File: src/rtl/second_tick.sv
// second_tick: combinational in0 & ~in1 gate with a registered shadow,
// a registered rising-edge pulse and a saturating count of asserted edges.
module second_tick #(
    parameter int CNT_W = 16
) (
    input  logic             clk,
    input  logic             rst,
    input  logic             in0,
    input  logic             in1,
    output logic             out,
    output logic             out_q,
    output logic             out_rise,
    output logic [CNT_W-1:0] tick_cnt
);

    localparam logic [CNT_W-1:0] CNT_MAX = '1;

    logic cnt_sat;

    // Gate stays outside any clocked or reset logic so it tracks inputs instantly.
    assign out     = in0 & ~in1;
    assign cnt_sat = (tick_cnt == CNT_MAX);

    always_ff @(posedge clk) begin
        if (rst) begin
            out_q    <= 1'b0;
            out_rise <= 1'b0;
            tick_cnt <= '0;
        end else begin
            out_q    <= out;
            out_rise <= out & ~out_q;
            if (out && !cnt_sat) begin
                tick_cnt <= tick_cnt + 1'b1;
            end
        end
    end

endmodule

File: config.mk
export PLATFORM = sky130hd
export DESIGN_NAME = second_tick
export DESIGN_NICKNAME = d
export VERILOG_FILES = /design/src/rtl/second_tick.sv
export SDC_FILE = /design/constraint.sdc
export NUM_CORES = 1
export LEC_CHECK = 0
export CAP_MARGIN = 10
export CORE_ASPECT_RATIO = 0.8
export CORE_MARGIN = 2
export CORE_UTILIZATION = 49
export CTS_BUF_LIST = sky130_fd_sc_hd__clkbuf_4 sky130_fd_sc_hd__clkbuf_8
export DETAILED_ROUTE_END_ITERATION = 7
export PLACE_DENSITY_LB_ADDON = 0.25
export SETUP_SLACK_MARGIN = 0.02
export SYNTH_ARGS = -nofsm -noshare
export SYNTH_HDL_FRONTEND = slang
export SYNTH_SLANG_ARGS = --single-unit
File: constraint.sdc
create_clock -name clk -period 2.6 [get_ports clk]
set_input_delay 0.52 -clock clk [delete_from_list [all_inputs] [get_ports clk]]
set_output_delay 0.52 -clock clk [all_outputs]
set_load 0.05 [all_outputs]
==> results.json <==
{
  "status": "finished, final reports clean",
  "min_period_ns": 2.14,
  "arrival_ns": 2.37,
  "htreeDepth": 1,
  "antenna_found_initial": 0,
  "drc": 0,
  "yosysMostFrequentCell": "dfxtp_1",
  "yosys_warnings": 0,
  "r2r.worst_path.cells": 5,
  "wl_um": 2100,
  "antenna_cells": 0,
  "synth_cells": 100,
  "clock_latency_ns": 0.30,
  "fin_hold_ws_ns": 0.454,
  "grt_start_max_net_pins": 19,
  "routedWlPerCell_um": 14.4,
  "grt_pass1_wl_um": 3240,
  "hpwl_um": 1460,
  "gp_congestion": 0.828,
  "cts_buffers": 3,
  "postSynthAreaPerCell_um2": 8.57,
  "fp.dieW_um": 50.8,
  "tns_ns": 0,
  "critPathMaxFanout": 8,
  "tightest_slew_ns": 0.715,
  "synthTopCellsByArea": "dfxtp_1 42%, a21oi_1 7.6%, o31ai_1 7.0%, or4_1 5.3%, nand4_1 3.6%",
  "cts_root_buf": "clkbuf_4",
  "first_global_vias": 732,
  "slowest_delay_ns": 0.64,
  "end_kind": "flip-flop",
  "finalCritPeriodShare": 0.824,
  "drive_gt1_frac": 0.0887,
  "layoutNonFillerInstCount": 146,
  "place_area_um2": 1110,
  "finalSetupViolCount": 0,
  "vdd_drop_max_v": 0.000310,
  "yosys.area.top_type": "dfxtp_1",
  "dp_cells": 142,
  "initial_core_util": 0.522,
  "hold_depth": 1,
  "power_density_nw_per_um2": 435,
  "cp_data_required_time_ns": 2.82,
  "core_area_um2": 1640,
  "synth_top_area_frac": 0.420,
  "final_max_slew_viol_count": 0,
  "async_reset_ff_frac": 0,
  "fin_area_um2": 1150,
  "drv_cap": 0,
  "die_h_um": 41.4,
  "synth_common_cells": "18 x dfxtp_1, 13 x a21oi_1, 8 x o31ai_1",
  "ys_ff_latch": 18,
  "cts_tree": "yes",
  "placementRows": 13,
  "syn_nets": 105,
  "cts_hold_buf": 0,
  "power.total_mw": 0.500,
  "die-area_um2": 2100,
  "p_leak_nw": 0.348,
  "via_per_inst": 6.04,
  "syn2layout_area_growth_pct": 34.0,
  "clock_path_buffers": 2,
  "synth_ff_type": "dfxtp_1",
  "netlist_area_um2": 857,
  "path_depth": 5,
  "cp_slowest_cell": "or4b_1",
  "relSlewSlack": 0.518,
  "synth_edf_count": 0,
  "fmax_ghz": 0.467,
  "overflow": 0,
  "finalHoldViolCount": 0,
  "worst_clock_skew_ns": 0.00301,
  "port_buffers": 22,
  "cts.sinks": 18,
  "grt.total_usage": 0.204,
  "crit_type": "primary input to flip-flop",
  "rrSetupSlack_ns": 0.49,
  "crit_family": "simple AND/OR/NAND/NOR gates",
  "worstHoldPathType": "flip-flop to flip-flop",
  "ys_types": 27,
  "ys_seq_area_frac": 0.420,
  "io_pins": 23,
  "vias": 882,
  "drt_iter0_drc": 29,
  "ant_nets": 0,
  "clkTransAtPathRegs_ns": 0.10,
  "rsz0062_at_grt": "no",
  "crit_buf_inv": 1,
  "cts_resized": 0,
  "drtPass1Iterations": 4,
  "fin_nets": 130,
  "path_cells": "clkdlybuf4s50_1 > nand2b_1 > or4b_1 > or4_1 > a21oi_1",
  "cts_setup_buffers": 0,
  "worstSetupStartpointType": "primary input"
}
==> where the power goes <==
group          switching (mW)  total (mW)  internal (mW)
clock network          0.0878       0.173         0.0854
logic                  0.0277      0.0449         0.0172
registers             0.00309       0.282          0.279
==> metal layers <==
| metal | GRT usage | part of all wire | wire length, um | vias up |
|---|---|---|---|---|
| met5 | 0 | 0 | 0 | - |
| met4 | 0.0541 | 0.016 | 33 | 0 |
| met3 | 0.0863 | 0.081 | 170 | 6 |
| met2 | 0.305 | 0.45 | 940 | 33 |
| met1 | 0.271 | 0.46 | 958 | 410 |
| li1 | - | - | - | 433 |
==> layout make-up <==
class | count | area [um^2]
Clock buffer | 4 | 36.3
Fill cell | 138 | 494
Inverter | 5 | 18.8
Multi-Input combinational cell | 73 | 460
Sequential cell | 18 | 360
Tap cell | 22 | 27.5
Timing Repair Buffer | 24 | 245
==> path summary, 6_finish.rpt <==
check,startpoint,endpoint
worst max-delay path,in1,tick_cnt[15]$_SDFFE_PP0P_
worst min-delay path,out_q$_SDFF_PP0_,out_rise$_SDFF_PP0_
worst max register to register,tick_cnt[0]$_SDFFE_PP0P_,tick_cnt[10]$_SDFFE_PP0P_
worst min register to register,out_q$_SDFF_PP0_,out_rise$_SDFF_PP0_
==> cells by family after synthesis <==
family / after synthesis / share of synthesized area
AND/OR/NAND/NOR: 43 / 0.302
AO/OA/AOI/OAI: 27 / 0.199
flip-flops: 18 / 0.420
buffers and inverters: 9 / 0.0423
XOR/XNOR: 1 / 0.0102
multiplexers: 1 / 0.0117
adder cells (fa/ha/maj): 1 / 0.0146
==> cell usage in the layout, fill, tap and decap left out, drive strengths merged, types with 3 or more instances in the layout <==
cell,count
nor2,5
inv,5
a21oi,13
o31ai,8
buf,3
nor3,5
dfxtp,18
clkbuf,4
nand4,5
or4,7
nand2,5
nand3,3
clkdlybuf4s50,21
or3,5
o21ai,4
==> registers in the layout, summed over array words and instances, names as in the netlist <==
name	count
out_rise	1
tick_cnt	16
out_q	1
==> metrics by stage <==
stage / worst slack, ns / util
floorplan: 0.414 / -
global placement: 0.213 / 0.677
detailed placement: 0.144 / 0.677
CTS: 0.453 / 0.699
global route: 0.350 / 0.699
finish: 0.459 / 0.699
(Power assumes the default switching activity.)
==> RTL edit 1 (same settings) <==
Reset style: asynchronous (`rst`), changed in one clocked block.
--- a/src/rtl/second_tick.sv
+++ b/src/rtl/second_tick.sv
@@ -21,7 +21,7 @@
     assign out     = in0 & ~in1;
     assign cnt_sat = (tick_cnt == CNT_MAX);
 
-    always_ff @(posedge clk) begin
+    always_ff @(posedge clk or posedge rst) begin
         if (rst) begin
             out_q    <= 1'b0;
             out_rise <= 1'b0;
Function: differs if rst is asserted again (counterexample within 4 cycles, from zero or initial values and one cycle with rst high); with rst held inactive, the same outputs for 10 cycles.
==> RTL edit 1 against the unedited design <==
  * Sequential cell count unchanged
  * First-iteration DRC count is 14% lower
  * Worst setup slack gained 0.014 ns
  * Final area grew 1.5%
  * Wire length is 18% lower
  * Cell count decreased by 13%
  * Area after synthesis is 2.3% higher
  * Critical path type is now flop to output port
  * Sequential share of layout area grew 7.3 points
Power is not compared: it rests on default switching activity, and its combinational part moved more than twofold at a synthesized area within 25%.
==> RTL edit 1: results (changes against the unedited design) <==
| Metric | Value |
|---|---|
| Register area | 450 um2 (+25%) |
| Vias in the first global route | 641 (-12%) |
| Net Count, Synth | 85 (-19%) |
| Placed insts | 123 (-13%) |
| GRT met3 Usage | 0.0647 (-0.0216) |
| Slew HR | 0.547 (+0.0283) |
| Total wire length | 1.72 mm (-18%) |
| Post-synth top cells | 18 x dfrtp_1, 7 x xnor2_1, 6 x nand2_1, 6 x nand4_1 |
| Fin nets | 111 (-15%) |
| Gpl congestion | 0.788 (-4.8%) |
| Top post-synthesis cells by area | dfrtp_1 51%, xnor2_1 7.0%, nand4_1 4.3% |
| Crit Path Max Fanout | 7 (-1) |
| Layout Skew | 0.00593 ns (+0.00292 ns) |
| Met3 wire length | 121 um (-29%) |
| Post-Syn Area per Cell | 11.0 um2 (+28%) |
| Top cell family by delay on the critical path | buffers and inverters |
| Clock buf/inv share | 0.0311 (-0.000475) |
| CP max-delay cell | clkdlybuf4s50_1 |
| Slowest stage delay, CP | 0.84 ns (+0.20 ns) |
| Wire length of the first global-routing pass | 2.86 mm (-12%) |
| Met2 wire length | 746 um (-21%) |
| DP Area | 1130 um2 (+1.6%) |
| Drt initial violations | 25 (-14%) |
| Yosys cell types | 33 (+22%) |
| WL met1 | 833 um (-13%) |
| Outcome | complete, no violations |
| Met2 usage | 0.268 (-0.0377) |
| DR vias | 706 (-20%) |
RTL edit 1: metrics by stage:
step | hold slack [ns] | setup WS [ns]
global placement | 0.413 | 0.420
floorplan | 0.459 | 0.620
detailed placement | 0.411 | 0.378
CTS | 0.427 | 0.469
global route | 0.442 | 0.397
finish | 0.424 | 0.473
RTL edit 1: kinds of logic after synthesis:
group,count (synthesis),share of synthesized area
mux,3,0.0428
compound gates,8,0.0571
simple gates,37,0.260
flops,18,0.514
xor+xnor,9,0.0899
buf+inv,4,0.0228
fa+ha+maj,1,0.0143
RTL edit 1: path summary, 6_finish.rpt:
check                              from  depth (start not counted)  slack [ns]           end
hold / removal                    out_q                          1        0.42      out_rise
setup reg to reg            tick_cnt[0]                          5        0.81   tick_cnt[8]
setup / recovery           tick_cnt[12]                          1        0.47  tick_cnt[12]
hold reg to reg                   out_q                          1        0.42      out_rise
min in group asynchronous           rst                          2        0.61   tick_cnt[2]
max in group asynchronous           rst                          2        1.55   tick_cnt[9]
==> RTL edit 2 (same flow settings) <==
Made on the original files. Set the parameter `CNT_W` to 32 (it was 16).
--- a/src/rtl/second_tick.sv
+++ b/src/rtl/second_tick.sv
@@ -1,7 +1,7 @@
 // second_tick: combinational in0 & ~in1 gate with a registered shadow,
 // a registered rising-edge pulse and a saturating count of asserted edges.
 module second_tick #(
-    parameter int CNT_W = 16
+    parameter int CNT_W = 32
 ) (
     input  logic             clk,
     input  logic             rst,
Interface: changed (resized tick_cnt); port bits go from 23 to 39. No check against the original RTL was run, so the function may have changed too.
==> RTL edit 2 against the unedited design <==
  * Worst setup slack worse by 0.11 ns
  * First-iteration DRC count grew to 2.7 times the old value
  * Wire length is 120% higher
  * Largest power group unchanged
  * Final area is 100% higher
  * Critical path type is now flop to flop
  * Sequential cell count is 16 higher
  * Area after synthesis is 110% higher
  * Non-clock buffer count is 26 higher
  * Fmax is 5.0% lower
  * Total power is 100% higher
==> RTL edit 2: results (changes against the unedited design) <==
| Metric | Value |
|---|---|
| Clock-pin slew on the worst setup and hold paths | 0.07 ns (-0.03 ns) |
| R2R depth | 5 (unchanged) |
| Slew HR | 0.619 (+0.101) |
| Fin nets | 256 (+97%) |
| Top flop regs | tick_cnt: 32 flops, out_q: 1 flops, out_rise: 1 flops |
| Post-Syn Area per Cell | 8.57 um2 (about the same) |
| WL/cell | 15.6 um (+8.1%) |
| Outcome | complete, no violations |
| Leak | 0.731 nW (+110%) |
| CP max-delay cell | or4_1 |
| Clk Latency, worst-skew pair | 0.30 ns (about the same) |
| Largest net degree at the start of global routing | 21 (+2) |
| R2R Setup Slk | 0.35 ns (-0.14 ns) |
| Endpoint class of the critical path | flop |
| Wire length of the first global-routing pass | 7.61 mm (+130%) |
| Detail Placement HPWL | 3.22 mm (+120%) |
| H-tree levels | 2 (+1) |
| Post-synth top cells | 34 x dfxtp_1, 24 x nor2_1, 14 x nand3_1 |
| Top post-synthesis cells by area | dfxtp_1 38%, xnor2_1 5.9%, nor2_1 5.0% |
| CTS buffer count | 5 (+2) |
| Clock buffer depth | 2 (unchanged) |
| N_diodes | 0 (unchanged) |
| DR vias | 1727 (+96%) |
| Worst setup startpoint | tick_cnt[28] |
| Worst EP arrival | 2.44 ns (+0.07 ns) |
| CTS resizes | 0 (unchanged) |
| Hold EP | out_rise |
| Worst vdd ir | 0.000399 V (+29%) |
| Root Buffer | clkbuf_8 |
| Vias in the first global route | 1591 (+120%) |
| Crit Reg-Reg Endpoint | tick_cnt[31] |
| # fillers | 308 (+120%) |
| Initial antenna violation count | 0 (unchanged) |
| Share of post-route cells with drive strength above 1 | 0.123 (+0.0343) |
| Gpl congestion | 0.813 (-1.8%) |
| Hold Crit Class | flop to flop |
| Layout Skew | 0.00558 ns (+0.00257 ns) |
| Input/output buffers | 38 (+73%) |
| Drt pass-1 iters | 4 (unchanged) |
| Fin. max-slew vios | 0 (unchanged) |
| Yosys cell types | 42 (+56%) |
| Yosys warns | 0 (unchanged) |
| Overall Global Routing Usage | 0.237 (+0.0326) |
| Mapped Area | 1790 um2 (+110%) |
| Drt initial violations | 78 (+170%) |
| Worst hold slack | 0.414 ns (-0.0404 ns) |
| Non-filler instance count after layout | 294 (+100%) |
| Register area share after synthesis | 0.380 (-0.0403) |
| Crit Path Max Fanout | 16 (+8) |
-- RTL edit 2: changes by cell type after synthesis, moves of 4 or more --
cell,unedited run,this run
dfxtp_1,18,34
nand3_1,3,14
clkbuf_1,1,8
nand4_1,5,12
a211oi_1,0,6
xnor2_1,0,12
nor4_1,2,7
buf_2,2,6
nand2_1,5,11
and4_1,2,7
xor2_1,1,5
nor2_1,5,24
-- RTL edit 2: cell families after synthesis --
| kind of cell | share of synthesized area |
|---|---|
| flops | 0.380 |
| simple gates | 0.314 |
| mux | 0.0203 |
| compound gates | 0.150 |
| xor+xnor | 0.0832 |
| fa+ha+maj | 0.00699 |
| buf+inv | 0.0461 |
-- RTL edit 2: final cells by class --
cell class | instances | area [um2] | area share
Inverter | 3 | 11.3 | 0.00482
Multi-Input combinational cell | 157 | 1030 | 0.440
Clock buffer | 7 | 90.1 | 0.0386
Tap cell | 42 | 52.6 | 0.0225
Clock inverter | 1 | 5.00 | 0.00214
Timing Repair Buffer | 50 | 468 | 0.200
Sequential cell | 34 | 681 | 0.292
-- RTL edit 2: metal layers --
metal	routed length [um]	GRT usage	vias up
met4	69	0.102	0
met2	1970	0.335	48
li1	-	-	870
met1	2240	0.338	801
met5	0	0	-
met3	287	0.0661	8
-- RTL edit 2: power by group --
group,switching (W),total (W),internal [W],leakage [nW]
logic,0.0000385,0.0000580,0.0000195,0.405
clock network,0.000198,0.000422,0.000224,0.0517
registers,0.00000391,0.000528,0.000524,0.274
-- RTL edit 2: metrics by stage --
step	power (W)	util	setup WS, ns	instance area, um2
after global placement	0.000597	0.645	0.320	2240
final	0.00101	0.673	0.346	2330
after floorplan	0.000577	-	0.164	1790
after detailed placement	0.000597	0.645	0.270	2240
after CTS	0.00101	0.673	0.355	2330
after global routing	0.00104	0.673	0.179	2330
